### config.mk
export PLATFORM = sky130hd
export DESIGN_NAME = pc_ir_unit_flat
export DESIGN_NICKNAME = d
export VERILOG_FILES = /design/src/rtl/pc_ir_unit_pkg.sv /design/src/rtl/pc_ir_unit_if.sv /design/src/rtl/pc_ir_unit_en_reg.sv /design/src/rtl/pc_ir_unit.sv /design/src/flat_wrapper.sv
export SDC_FILE = /design/constraint.sdc
export NUM_CORES = 1
export LEC_CHECK = 0
export ABC_CLOCK_PERIOD_IN_PS = 3500
export CORE_MARGIN = 1.5
export CORE_UTILIZATION = 50
export DETAILED_ROUTE_END_ITERATION = 8
export GPL_TIMING_DRIVEN = 0
export PLACE_DENSITY = 0.87
export SLEW_MARGIN = 20
export SYNTH_ARGS = -nofsm -noshare
export SYNTH_HDL_FRONTEND = slang
export SYNTH_HIERARCHICAL = 1
export SYNTH_SLANG_ARGS = --single-unit
### constraint.sdc
create_clock -name clk -period 3.5 [get_ports clk]
set_input_delay 0.7 -clock clk [delete_from_list [all_inputs] [get_ports clk]]
set_output_delay 0.7 -clock clk [all_outputs]
set_load 0.02 [all_outputs]
### src/rtl/pc_ir_unit_pkg.sv
// Shared constants for the fetch-side datapath of the multicycle MIPS core:
// PC source select encodings and the opcodes the controller decodes.
package pc_ir_unit_pkg;

    localparam logic [1:0] PCSRC_ALU    = 2'b00;
    localparam logic [1:0] PCSRC_ALUOUT = 2'b01;
    localparam logic [1:0] PCSRC_JUMP   = 2'b10;
    localparam logic [1:0] PCSRC_HOLD   = 2'b11;

    localparam logic [5:0] OP_RTYPE = 6'h00;
    localparam logic [5:0] OP_J     = 6'h02;
    localparam logic [5:0] OP_BEQ   = 6'h04;
    localparam logic [5:0] OP_ADDI  = 6'h08;
    localparam logic [5:0] OP_ORI   = 6'h0d;

endpackage

### src/rtl/pc_ir_unit_if.sv
// Bundle of controller strobes, ALU/memory inputs and latched fields
// exchanged between the fetch unit and the rest of the core.
interface pc_ir_unit_if #(parameter int WIDTH = 32);

    logic             PCWrite;
    logic             Branch;
    logic [1:0]       PCSrc;
    logic             IRWrite;
    logic             IorD;
    logic             Ori;
    logic             zero;
    logic [WIDTH-1:0] alu_result;
    logic [WIDTH-1:0] mem_rdata;

    logic [WIDTH-1:0] mem_addr;
    logic [WIDTH-1:0] pc;
    logic [WIDTH-1:0] alu_out;
    logic [WIDTH-1:0] mdr;
    logic [5:0]       Opcode;
    logic [4:0]       rs;
    logic [4:0]       rt;
    logic [4:0]       rd;
    logic [5:0]       funct;
    logic [WIDTH-1:0] imm_ext;
    logic [WIDTH-1:0] instr_count;

    // Controller / datapath side that drives strobes and observes fields
    modport master (
        output PCWrite, Branch, PCSrc, IRWrite, IorD, Ori, zero, alu_result, mem_rdata,
        input  mem_addr, pc, alu_out, mdr, Opcode, rs, rt, rd, funct, imm_ext, instr_count
    );

    // The fetch unit itself
    modport slave (
        input  PCWrite, Branch, PCSrc, IRWrite, IorD, Ori, zero, alu_result, mem_rdata,
        output mem_addr, pc, alu_out, mdr, Opcode, rs, rt, rd, funct, imm_ext, instr_count
    );

endinterface

### src/rtl/pc_ir_unit_en_reg.sv
// Generic register with load enable and asynchronous active-low reset to a
// configurable value; used for every architectural register of the fetch unit.
module en_reg #(
    parameter int               WIDTH     = 32,
    parameter logic [WIDTH-1:0] RESET_VAL = '0
) (
    input  logic             clk,
    input  logic             rst_n,
    input  logic             en_i,
    input  logic [WIDTH-1:0] d_i,
    output logic [WIDTH-1:0] q_o
);

    // Load d_i when enabled, otherwise hold; reset wins immediately
    always_ff @(posedge clk or negedge rst_n) begin
        if (!rst_n) begin
            q_o <= RESET_VAL;
        end else if (en_i) begin
            q_o <= d_i;
        end
    end

endmodule

### src/rtl/pc_ir_unit.sv
// Fetch-side datapath: PC, IR, MDR, ALUOut and an instruction counter, with
// PC enable / source selection and decoding of the latched instruction fields.
module pc_ir_unit
    import pc_ir_unit_pkg::*;
#(
    parameter int               WIDTH    = 32,
    parameter logic [WIDTH-1:0] RESET_PC = 32'h0040_0000
) (
    input  logic         clk,
    input  logic         rst_n,
    pc_ir_unit_if.slave  bus
);

    logic [WIDTH-1:0] pc_q, pc_d;
    logic [WIDTH-1:0] ir_q;
    logic [WIDTH-1:0] mdr_q;
    logic [WIDTH-1:0] alu_out_q;
    logic [WIDTH-1:0] instr_count_q, instr_count_d;
    logic             pc_en;
    logic             pc_load;

    // A taken branch is an ordinary PC load; the HOLD source suppresses any load
    assign pc_en         = bus.PCWrite | (bus.Branch & bus.zero);
    assign pc_load       = pc_en && (bus.PCSrc != PCSRC_HOLD);
    assign instr_count_d = instr_count_q + WIDTH'(1);

    // Select the next PC; the jump target keeps the top nibble of the already-incremented PC
    always_comb begin
        pc_d = pc_q;
        unique case (bus.PCSrc)
            PCSRC_ALU:    pc_d = bus.alu_result;
            PCSRC_ALUOUT: pc_d = alu_out_q;
            PCSRC_JUMP:   pc_d = {pc_q[WIDTH-1:WIDTH-4], ir_q[25:0], 2'b00};
            PCSRC_HOLD:   pc_d = pc_q;
            default:      pc_d = pc_q;
        endcase
    end

    en_reg #(.WIDTH(WIDTH), .RESET_VAL(RESET_PC)) u_pc (
        .clk(clk), .rst_n(rst_n), .en_i(pc_load), .d_i(pc_d), .q_o(pc_q)
    );

    en_reg #(.WIDTH(WIDTH), .RESET_VAL('0)) u_ir (
        .clk(clk), .rst_n(rst_n), .en_i(bus.IRWrite), .d_i(bus.mem_rdata), .q_o(ir_q)
    );

    en_reg #(.WIDTH(WIDTH), .RESET_VAL('0)) u_mdr (
        .clk(clk), .rst_n(rst_n), .en_i(1'b1), .d_i(bus.mem_rdata), .q_o(mdr_q)
    );

    en_reg #(.WIDTH(WIDTH), .RESET_VAL('0)) u_alu_out (
        .clk(clk), .rst_n(rst_n), .en_i(1'b1), .d_i(bus.alu_result), .q_o(alu_out_q)
    );

    en_reg #(.WIDTH(WIDTH), .RESET_VAL('0)) u_instr_count (
        .clk(clk), .rst_n(rst_n), .en_i(bus.IRWrite), .d_i(instr_count_d), .q_o(instr_count_q)
    );

    assign bus.pc          = pc_q;
    assign bus.alu_out     = alu_out_q;
    assign bus.mdr         = mdr_q;
    assign bus.instr_count = instr_count_q;
    assign bus.mem_addr    = bus.IorD ? alu_out_q : pc_q;

    assign bus.Opcode  = ir_q[31:26];
    assign bus.rs      = ir_q[25:21];
    assign bus.rt      = ir_q[20:16];
    assign bus.rd      = ir_q[15:11];
    assign bus.funct   = ir_q[5:0];
    assign bus.imm_ext = bus.Ori ? {16'b0, ir_q[15:0]} : {{16{ir_q[15]}}, ir_q[15:0]};

endmodule

### src/flat_wrapper.sv
// flat-port wrapper written by rule: the top's interface ports become plain ports
module pc_ir_unit_flat import pc_ir_unit_pkg::*;
#(
    parameter int               WIDTH    = 32,
    parameter logic [WIDTH-1:0] RESET_PC = 32'h0040_0000
)
  (clk, rst_n, bus_PCWrite, bus_Branch, bus_PCSrc, bus_IRWrite, bus_IorD, bus_Ori, bus_zero, bus_alu_result, bus_mem_rdata, bus_mem_addr, bus_pc, bus_alu_out, bus_mdr, bus_Opcode, bus_rs, bus_rt, bus_rd, bus_funct, bus_imm_ext, bus_instr_count);
  pc_ir_unit_if #(.WIDTH(WIDTH)) bus_i ();
  input  logic clk;
  input  logic rst_n;
  input wire logic [$bits(bus_i.PCWrite)-1:0] bus_PCWrite;
  input wire logic [$bits(bus_i.Branch)-1:0] bus_Branch;
  input wire logic [$bits(bus_i.PCSrc)-1:0] bus_PCSrc;
  input wire logic [$bits(bus_i.IRWrite)-1:0] bus_IRWrite;
  input wire logic [$bits(bus_i.IorD)-1:0] bus_IorD;
  input wire logic [$bits(bus_i.Ori)-1:0] bus_Ori;
  input wire logic [$bits(bus_i.zero)-1:0] bus_zero;
  input wire logic [$bits(bus_i.alu_result)-1:0] bus_alu_result;
  input wire logic [$bits(bus_i.mem_rdata)-1:0] bus_mem_rdata;
  output wire logic [$bits(bus_i.mem_addr)-1:0] bus_mem_addr;
  output wire logic [$bits(bus_i.pc)-1:0] bus_pc;
  output wire logic [$bits(bus_i.alu_out)-1:0] bus_alu_out;
  output wire logic [$bits(bus_i.mdr)-1:0] bus_mdr;
  output wire logic [$bits(bus_i.Opcode)-1:0] bus_Opcode;
  output wire logic [$bits(bus_i.rs)-1:0] bus_rs;
  output wire logic [$bits(bus_i.rt)-1:0] bus_rt;
  output wire logic [$bits(bus_i.rd)-1:0] bus_rd;
  output wire logic [$bits(bus_i.funct)-1:0] bus_funct;
  output wire logic [$bits(bus_i.imm_ext)-1:0] bus_imm_ext;
  output wire logic [$bits(bus_i.instr_count)-1:0] bus_instr_count;
  assign bus_i.PCWrite = bus_PCWrite;
  assign bus_i.Branch = bus_Branch;
  assign bus_i.PCSrc = bus_PCSrc;
  assign bus_i.IRWrite = bus_IRWrite;
  assign bus_i.IorD = bus_IorD;
  assign bus_i.Ori = bus_Ori;
  assign bus_i.zero = bus_zero;
  assign bus_i.alu_result = bus_alu_result;
  assign bus_i.mem_rdata = bus_mem_rdata;
  assign bus_mem_addr = bus_i.mem_addr;
  assign bus_pc = bus_i.pc;
  assign bus_alu_out = bus_i.alu_out;
  assign bus_mdr = bus_i.mdr;
  assign bus_Opcode = bus_i.Opcode;
  assign bus_rs = bus_i.rs;
  assign bus_rt = bus_i.rt;
  assign bus_rd = bus_i.rd;
  assign bus_funct = bus_i.funct;
  assign bus_imm_ext = bus_i.imm_ext;
  assign bus_instr_count = bus_i.instr_count;
  pc_ir_unit #(.WIDTH(WIDTH), .RESET_PC(RESET_PC)) u_core (.clk(clk), .rst_n(rst_n), .bus(bus_i));
endmodule
==> metrics.yaml, run 1 <==
status:
  status: "completed"
yosys:
  yosysUniqueCellTypes: 38
  muxShareOfSynthArea_pct: 38.5
  synth_xor_area_share_pct: 3.00
  synth_top_cell_area_share_pct: 45.4
  yosys.area_share.simple_pct: 4.90
  synthAdderAreaFrac_pct: 0.143
  ys_warn_count: 6
  synth-edff-count: 0
  syn_inst: 553
  synth_top_family_by_area: "multiplexers"
  syn-cell-area_mm2: 0.00876
  synth_seq_cells: 160
  ys_seq_area_share_pct: 45.7
  async_reset_ff_share_pct: 100
  synth_top_area_cell: "dfrtp_1"
  synth_area_leaders: "dfrtp_1, mux2_4, mux4_2"
  synth_compound_area_share_pct: 0.543
  synth_area_per_cell_um2: 15.8
  synthFlopType: "dfrtp_1"
clock_network:
  root_buffer: "clkbuf_16"
  tritoncts: "yes"
  cts-buffers-inserted: 17
  clk_latency_ps: 420
  ctsHoldBuffers: 0
  htree_levels: 4
  path_clk_slew_ps: 60
  clockBufferDepth: 2
  clock_sinks: 160
power:
  worst_ir_drop_vdd_v: 0.000340
  internal_power_uw: 4590
  clkPwrFrac_pct: 30.5
  p_sw_uw: 1990
  p_sw_share_pct: 30.3
  pwr_density_cell_mw_per_mm2: 522
  p_comb_share_pct: 33.2
  p_seq_share_pct: 36.3
  p_leak_uw: 0.00563
timing:
  worst_slack_ps: 293
  fin_crit_sh_pct: 91.6
  fmax_mhz: 312
  hold_violations: 0
  setup_viol: 0
  fin_crit_ps: 3210
  rsz0062_at_grt: "false"
  skew_ps: 7.48
  worstMarginPinSlew_ps: 816
  slew_headroom_pct: 45.6
  slew_viol_final: 0
setup_path:
  slowest_stage: "buf_1"
  rrSetupSlack_ps: 1360
  endpoint: "bus_mem_addr[22]"
  path_class: "in2out"
  startpoint_type: "primary input"
  cp_cell_sequence: "clkbuf_1 -> buf_1 -> mux2_2 -> clkdlybuf4s50_1"
  cpPeakStageDelay_ps: 610
  startpoint: "bus_IorD"
  r2r_cells: 6
  cp_max_fo: 10
  rr_startpoint: "u_core/u_instr_count/q_o[1]$_DFFE_PN0P_"
  cp_top_family: "buffers and inverters"
  cp_num_cells: 4
  arrival_ps: 2510
  worst-path-buf-inv: 3
  required_ps: 2800
  critPathCaptureType: "primary output"
  r2r_end: "u_core/u_instr_count/q_o[30]$_DFFE_PN0P_"
floorplanning:
  boundaryPins: 293
  die_w_um: 135
  start_util_pct: 51.0
  dieHeight_um: 135
  core_area_mm2: 0.0172
  die-area_mm2: 0.0183
  rows: 48
global_route:
  grt_pass1_vias: 6416
  gr-usage-all-layers_pct: 27.6
  grt_pass1_wl_um: 38200
  grt_max_degree: 83
  antenna_found_initial: 0
  grt-ovfl-total: 0
place:
  dpl.hpwl_um: 17900
  post-place-ws_ps: 44.2
  portBuffers: 289
  gp_congestion: 0.857
  dp_cells: 1069
routing:
  drc: 0
  wl_met1_um: 9780
  vias_per_cell: 5.54
  ant_nets: 0
  drtIter0Drc: 227
  highest_layer: "met4"
  wl_met3_um: 1550
  vias: 6106
  first_pass_iters: 4
  wl_met2_um: 12700
  wire_per_inst_um: 22.5
  totalWireLength_um: 24800
layout:
  layout.cells.non_filler: 1102
  fillers: 1046
  multi_input_area_mm2: 0.00414
  syn_to_final_growth_pct: 44.1
  drive_gt1_share_pct: 35.8
  nets: 938
  seq_area_mm2: 0.00401
flow_run:
  max-cap-violations: 0
worst_hold_path:
  hold_path.class: "in2async"
-- layer usage --
layer / global-route usage, % / up-vias
li1: - / 2617
met1: 34.0 / 3179
met2: 46.8 / 259
met3: 6.10 / 51
met4: 12.3 / 0
met5: 0 / -
-- registers in the layout, indices dropped and copies added, names as in the netlist --
name	cells
u_core/u_pc/q_o	32
u_core/u_mdr/q_o	32
u_core/u_instr_count/q_o	32
u_core/u_alu_out/q_o	32
u_core/u_ir/q_o	32
-- what timing repair did --
| action | 4_1_cts | 5_1_grt |
|---|---|---|
| buffers inserted | 0 | 0 |
| resized for setup | 1 | 0 |
| setup endpoints to repair | 1 | 0 |
-- per-stage QoR --
| step | hold slack [ps] | TNS (ps) | instance area, um^2 | utilization, % | total power (uW) |
|---|---|---|---|---|---|
| 4_1_cts | 281 | 0 | 12600 | 73.5 | 6620 |
| 5_1_grt | 301 | 0 | 12600 | 73.5 | 6830 |
| 3_3_place_gp | 494 | -725260 | 11900 | 69.5 | 4500 |
| 3_5_place_dp | 497 | 0 | 12000 | 69.7 | 4580 |
| 6_report | 260 | 0 | 12600 | 73.5 | 6590 |
| 2_1_floorplan | 404 | 0 | 8760 | - | 3550 |
-- worst min path at each step --
stage / from / end / slack [ps] / depth (start not counted)
after floorplan: rst_n / u_core/u_alu_out/q_o[0]$_DFFE_PN0P_ / 400 / 0
after global placement: u_core/u_ir/q_o[29]$_DFFE_PN0P_ / u_core/u_ir/q_o[29]$_DFFE_PN0P_ / 490 / 1
after detailed placement: u_core/u_ir/q_o[27]$_DFFE_PN0P_ / u_core/u_ir/q_o[27]$_DFFE_PN0P_ / 500 / 1
after CTS: rst_n / u_core/u_mdr/q_o[28]$_DFFE_PN0P_ / 280 / 1
after global routing: rst_n / u_core/u_ir/q_o[28]$_DFFE_PN0P_ / 300 / 1
final: rst_n / u_core/u_mdr/q_o[28]$_DFFE_PN0P_ / 260 / 1
-- cell families after synthesis --
kind of cell	count (synthesis)
compound gates	8
xor+xnor	30
fa+ha+maj	1
buf+inv	62
flops	160
mux	224
other cells	1
simple gates	67
-- power by group through the flow --
stage | Combinational (uW) | Clock [uW] | Sequential, uW
finish | 2180 | 2010 | 2390
global route | 2280 | 2130 | 2430
CTS | 2180 | 2050 | 2390
detailed placement | 2170 | 0 | 2410
global placement | 2120 | 0 | 2380
floorplan | 922 | 0 | 2630
-- cell type report --
| class | instances | area share (%) |
|---|---|---|
| flip-flops and latches | 160 | 31.7 |
| repair buffers | 290 | 23.2 |
| clock buffers | 20 | 3.70 |
| well taps | 225 | 2.23 |
| plain buffers | 60 | 4.87 |
| inverters | 2 | 0.0595 |
| multi-input cells | 332 | 32.8 |
| clock inverters | 12 | 1.44 |
| diodes | 1 | 0.0198 |
-- synth_stat cells (3+ instances only) --
cell and n:
dfrtp_1 159, nor3_1 6, mux2i_1 4, nor4_2 6, nand2_1 16, nor2_1 7
and3_1 3, xnor2_1 10, buf_1 6, buf_4 27, nand3_1 9, mux2_1 6
buf_12 15, nand4_1 6, o21ai_0 4, xor2_1 20, and4_1 4, mux2_4 150
buf_6 5, buf_2 5, mux4_2 26, mux2_2 38
-- placed cells by master (no fill, tap or decap), types with 9 or more instances in the layout --
cell type and count:
clkbuf_16 17, clkdlybuf4s50_1 288, mux2_4 150, mux2_2 38
nand2_1 16, nand3_1 9, xor2_1 20, buf_12 15
mux4_2 26, dfrtp_1 159, buf_4 27, xnor2_1 10
No activity file was read; power rests on OpenSTA's default activity.
==> run 2, diff against run 1 <==
CORE_MARGIN = unset   (was 1.5)
SLEW_MARGIN = 5   (was 20)
==> run 2 against run 1 <==
Against the previous run:
- via count shrank 1.9%
- worst setup slack got worse by 62 ps
- total power decreased by 2.4%
- sequential power about the same
- critical path type unchanged
- largest cell class unchanged
- highest routed layer unchanged
==> metrics.yaml, run 2 (synthesis gave the netlist of run 1 again) <==
routing:
  highest_layer: "met4"
  first_pass_iters: 7  # +3
  drc: 0  # unchanged
  totalWireLength_um: 24400  # -1.7%
  wl_met2_um: 12700  # -0.37%
  wl_met3_um: 1380  # -11%
  vias_per_cell: 5.45  # -1.7%
  ant_nets: 0  # unchanged
  wire_per_inst_um: 22.2  # -1.5%
  wl_met1_um: 9780  # about the same
  vias: 5992  # -1.9%
  drtIter0Drc: 343  # +51%
setup_path:
  rr_startpoint: "u_core/u_instr_count/q_o[1]$_DFFE_PN0P_"
  rrSetupSlack_ps: 1420  # +60 ps
  cpPeakStageDelay_ps: 610  # about the same
  required_ps: 2800  # about the same
  critPathCaptureType: "primary output"
  cp_top_family: "buffers and inverters"
  arrival_ps: 2570  # +60 ps
  r2r_cells: 6  # unchanged
  cp_cell_sequence: "clkdlybuf4s50_1 -> nor2b_2 -> buf_4 -> clkdlybuf4s50_1"
  r2r_end: "u_core/u_instr_count/q_o[30]$_DFFE_PN0P_"
  cp_max_fo: 16  # +6
  slowest_stage: "clkdlybuf4s50_1"
  path_class: "in2out"
  worst-path-buf-inv: 3  # unchanged
  crit_path_frequent_cell: "clkdlybuf4s50_1"
  startpoint_type: "primary input"
floorplanning:
  start_util_pct: 51.0  # unchanged
  die_w_um: 134  # -0.74%
  dieHeight_um: 134  # -0.74%
  core_area_mm2: 0.0172  # unchanged
  rows: 48  # unchanged
  die-area_mm2: 0.0180  # -1.5%
  boundaryPins: 293  # unchanged
layout:
  final_area_mm2: 0.0125  # -0.56%
  final_cell_mix: "clkdlybuf4s50_1, dfrtp_1, mux2_4"
  fillers: 1095  # +4.7%
  antennaDiodeCount: 0  # -1
  syn_to_final_growth_pct: 43.3
  nets: 938  # unchanged
  mostFrequentLayoutCell: "clkdlybuf4s50_1"
  layout.cells.non_filler: 1100  # -0.18%
  drive_gt1_share_pct: 35.2  # -0.64 points
place:
  portBuffers: 289  # unchanged
  dpl_cell_area_mm2: 0.0120  # unchanged
  dp_cells: 1069  # unchanged
  dpl.hpwl_um: 17900  # -0.11%
  gp_congestion: 0.873  # +1.9%
power:
  internal_power_uw: 4460  # -2.9%
  pwr_density_cell_mw_per_mm2: 513  # -1.8%
  p_seq_share_pct: 37.1  # +0.8 points
  p_sw_uw: 1970  # -1.2%
  p_sw_share_pct: 30.6  # +0.37 points
  clkPwrFrac_pct: 28.8  # -1.7 points
  worst_ir_drop_vdd_v: 0.000384  # +13%
  p_leak_uw: 0.00560  # -0.60%
  p_comb_share_pct: 34.1  # +0.9 points
global_route:
  grt_pass1_wl_um: 37300  # -2.2%
  grt_max_degree: 91  # +9.6%
  grt-ovfl-total: 0  # unchanged
  grt_pass1_vias: 6279  # -2.1%
  gr-usage-all-layers_pct: 27.6  # about the same
  antenna_found_initial: 0  # unchanged
clock_network:
  clk_latency_ps: 420  # about the same
  ctsHoldBuffers: 0  # unchanged
  clock_sinks: 160  # unchanged
  clockBufferDepth: 2  # unchanged
  root_buffer: "clkbuf_16"
  path_clk_slew_ps: 60  # about the same
  cts-buffers-inserted: 17  # unchanged
  htree_levels: 4  # unchanged
  tritoncts: "yes"
timing:
  slew_headroom_pct: 45.3  # -0.33 points
  skew_ps: 7.15  # -0.331 ps
  hold_violations: 0  # unchanged
  setup_viol: 0  # unchanged
  fin_crit_ps: 3270  # +62.0 ps
  rsz0062_at_grt: "false"
  worstMarginPinSlew_ps: 821  # +4.90 ps
  fin_crit_sh_pct: 93.4  # +1.8 points
  slew_viol_final: 0  # unchanged
  fmax_mhz: 306  # -1.9%
flow_run:
  max-cap-violations: 0  # unchanged
worst_hold_path:
  hold_path.class: "in2async"
status:
  status: "completed"
[run 2: changes by cell type in the layout (fill, tap and decap cells not counted)]
cell	previous run	this run
bufinv_16	4	3
clkbuf_1	2	7
clkbuf_8	3	0
clkinv_4	2	1
clkinvlp_4	4	3
diode_2	1	0
[run 2: timing repair]
action,CTS,global route
resized for setup,1,0
endpoints found under the setup margin,16,0
buffers inserted,0,0
hold endpoints to repair,0,0
[run 2: power groups by stage]
stage	combinational, uW	sequential (uW)	clock [uW]
final	2190	2390	1850
after global routing	2280	2430	1970
after CTS	2190	2380	1880
after detailed placement	2170	2410	0
after global placement	2120	2380	0
after floorplan	922	2630	0
[run 2: layer usage]
layer  GRT usage [%]  vias up
met2            48.0      256
li1                -     2601
met4            9.55        0
met5               0        -
met1            34.4     3097
met3            5.40       38
[run 2: worst register-to-register path, cell delays in order, from the launching register on]
cell,delay (ps)
dfrtp_1,430
ha_1,240
and4_4,290
nand4_4,250
nor4_2,380
xor2_1,110
mux2_4,260
[run 2: metrics by stage]
stage	setup WS, ps	util [%]	hold slack [ps]	TNS, ps	total power (uW)
after global placement	-4590	69.5	494	-730290	4500
after floorplan	1020	-	404	0	3550
final	231	73.1	226	0	6430
after global routing	193	73.1	256	0	6670
after detailed placement	-99.3	69.7	498	-1230	4580
after CTS	222	73.1	251	0	6450
[run 2: final cells by class]
class                      instances  area (um^2)  area share [%]
clock buffer                      22          444            3.54
timing repair buffer             290         2930            23.3
tap                              225          282            2.24
clock inverter                     9          135            1.08
inverter                           2         7.51          0.0598
buffer                            60          614            4.90
sequential                       160         4010            31.9
multi-input combinational        332         4140            33.0
[run 2: worst max-delay path by stage]
stage | from | to | slack [ps] | cells past startpoint
finish | bus_Ori | bus_imm_ext[17] | 230 | 4
floorplan | bus_Ori | bus_imm_ext[17] | 1020 | 2
global route | bus_Ori | bus_imm_ext[31] | 190 | 4
global placement | rst_n | u_core/u_alu_out/q_o[2]$_DFFE_PN0P_ | -4590 | 1
CTS | bus_Ori | bus_imm_ext[17] | 220 | 4
detailed placement | bus_Ori | bus_imm_ext[17] | -100 | 4
==> run 3, diff against run 2 <==
CORE_MARGIN = 2   (was unset)
==> run 3 against run 2 <==
Against the previous run:
- cell count about the same
- global-route usage decreased by 1.6 points
- non-clock buffer count unchanged
- worst setup slack got worse by 85 ps
- clock skew increased by 3.0 ps
- critical path depth unchanged
- combinational power about the same
- critical endpoint is now bus_imm_ext[28]
==> metrics.yaml, run 3 (synthesis gave the netlist of run 1 again) <==
timing:
  hold_violations: 0  # unchanged
  fmax_mhz: 298  # -2.5%
  worstMarginPinSlew_ps: 907  # +86.2 ps
  fin_crit_sh_pct: 95.8  # +2.4 points
  fin_crit_ps: 3350  # +84.7 ps
  worst_slack_ps: 147  # -84.7 ps
  slew_viol_final: 0  # unchanged
  rsz0062_at_grt: "false"
  slew_headroom_pct: 39.4  # -5.9 points
  setup_viol: 0  # unchanged
  skew_ps: 10.2  # +3.04 ps
place:
  dpl.hpwl_um: 17600  # -1.8%
  dp_cells: 1069  # unchanged
  gp_congestion: 0.786  # -10%
  post-place-ws_ps: 115  # +215 ps
  portBuffers: 289  # unchanged
layout:
  syn_to_final_growth_pct: 43.6
  final_cell_mix: "clkdlybuf4s50_1, dfrtp_1, mux2_4"
  final_util_pct: 73.0  # -0.10 points
  mostFrequentLayoutCell: "clkdlybuf4s50_1"
  layout.cells.non_filler: 1101  # +0.091%
  drive_gt1_share_pct: 35.7  # +0.53 points
  nets: 938  # unchanged
  antennaDiodeCount: 0  # unchanged
setup_path:
  arrival_ps: 2650  # +80 ps
  cpPeakStageDelay_ps: 710  # +100 ps
  cp_top_family: "buffers and inverters"
  crit_path_frequent_cell: "clkdlybuf4s50_1"
  critPathCaptureType: "primary output"
  startpoint_type: "primary input"
  slowest_stage: "nor2b_1"
  cp_max_fo: 16  # unchanged
  cp_cell_sequence: "clkdlybuf4s50_1 -> nor2b_1 -> buf_4 -> clkdlybuf4s50_1"
  required_ps: 2800  # about the same
  worst-path-buf-inv: 3  # unchanged
  rrSetupSlack_ps: 1480  # +60 ps
  path_class: "in2out"
global_route:
  antenna_found_initial: 0  # unchanged
  grt_pass1_wl_um: 35900  # -3.8%
  grt_max_degree: 103  # +13%
  gr-usage-all-layers_pct: 26.0  # -1.6 points
  grt-ovfl-total: 0  # unchanged
  grt_pass1_vias: 5897  # -6.1%
clock_network:
  clockBufferDepth: 2  # unchanged
  clock_sinks: 160  # unchanged
  cts.repair.resized: 0  # -1
  postCtsSetupBuffers: 0  # unchanged
  tritoncts: "yes"
  ctsHoldBuffers: 0  # unchanged
  cts-buffers-inserted: 17  # unchanged
  htree_levels: 4  # unchanged
  clk_latency_ps: 420  # about the same
  root_buffer: "clkbuf_16"
  path_clk_slew_ps: 60  # about the same
power:
  worst_ir_drop_vdd_v: 0.000349  # -9.0%
  internal_power_uw: 4470  # +0.17%
  p_comb_share_pct: 33.4  # -0.7 points
  p_sw_share_pct: 31.2  # +0.54 points
  clkPwrFrac_pct: 29.8  # +1.0 points
  p_leak_uw: 0.00561  # +0.27%
  p_seq_share_pct: 36.8  # -0.3 points
  pwr_density_cell_mw_per_mm2: 516  # +0.74%
  p_sw_uw: 2020  # +2.7%
routing:
  vias_per_cell: 5.34  # -2.0%
  first_pass_iters: 4  # -3
  totalWireLength_um: 24200  # -0.86%
  wl_met2_um: 12300  # -3.4%
  ant_nets: 0  # unchanged
  wl_met1_um: 9790  # +0.14%
  drc: 0  # unchanged
  wire_per_inst_um: 22.0  # -0.95%
  highest_layer: "met4"
  wl_met3_um: 1690  # +22%
  drtIter0Drc: 329  # -4.1%
  vias: 5878  # -1.9%
floorplanning:
  boundaryPins: 293  # unchanged
  core_area_mm2: 0.0172  # +0.35%
  rows: 48  # unchanged
  dieHeight_um: 136  # +1.5%
  start_util_pct: 50.8  # -0.18 points
  die_w_um: 136  # +1.5%
  die-area_mm2: 0.0186  # +3.0%
flow_run:
  max-cap-violations: 0  # unchanged
status:
  status: "completed"
worst_hold_path:
  hold_path.class: "in2async"
[run 3: cell count changes in the layout (fill, tap and decap cells not counted), sizes merged]
cell and delta:
clkbuf -5, clkinv +1, clkinvlp +1, inv +4
[run 3: final timing paths]
kind	startpoint	to	depth (start not counted)
min in group clk	u_core/u_ir/q_o[26]$_DFFE_PN0P_	u_core/u_ir/q_o[26]$_DFFE_PN0P_	1
max in group asynchronous	rst_n	u_core/u_ir/q_o[27]$_DFFE_PN0P_	2
min	rst_n	u_core/u_mdr/q_o[29]$_DFFE_PN0P_	1
max reg2reg	u_core/u_instr_count/q_o[0]$_DFFE_PN0P_	u_core/u_instr_count/q_o[26]$_DFFE_PN0P_	6
max	bus_Ori	bus_imm_ext[28]	4
min reg2reg	u_core/u_ir/q_o[26]$_DFFE_PN0P_	u_core/u_ir/q_o[26]$_DFFE_PN0P_	1
[run 3: power groups by stage]
| stage | clock [uW] | combinational [uW] | sequential [uW] |
|---|---|---|---|
| 2_1_floorplan | 0 | 922 | 2630 |
| 3_3_place_gp | 0 | 2120 | 2400 |
| 3_5_place_dp | 0 | 2160 | 2420 |
| 4_1_cts | 1960 | 2170 | 2390 |
| 5_1_grt | 2040 | 2270 | 2420 |
| 6_report | 1930 | 2170 | 2390 |
[run 3: through the flow]
step | power (uW) | hold slack [ps] | instance area, um^2 | TNS [ps]
after detailed placement | 4580 | 499 | 12000 | 0
after global placement | 4520 | 488 | 11900 | -780780
after floorplan | 3550 | 404 | 8760 | 0
final | 6490 | 203 | 12600 | 0
after CTS | 6520 | 217 | 12600 | 0
after global routing | 6730 | 230 | 12600 | 0
[run 3: layer usage]
metal / track usage [%] / up-vias
met1: 33.8 / 3004
met3: 6.82 / 31
met2: 43.1 / 223
met4: 7.29 / 0
met5: 0 / -
li1: - / 2620
[run 3: cell type report]
class	instances	area, um^2
inverters	2	7.51
flip-flops and latches	160	4010
multi-input cells	332	4130
plain buffers	60	614
clock inverters	15	183
well taps	225	282
repair buffers	290	2930
fillers	1162	4660
clock buffers	17	425
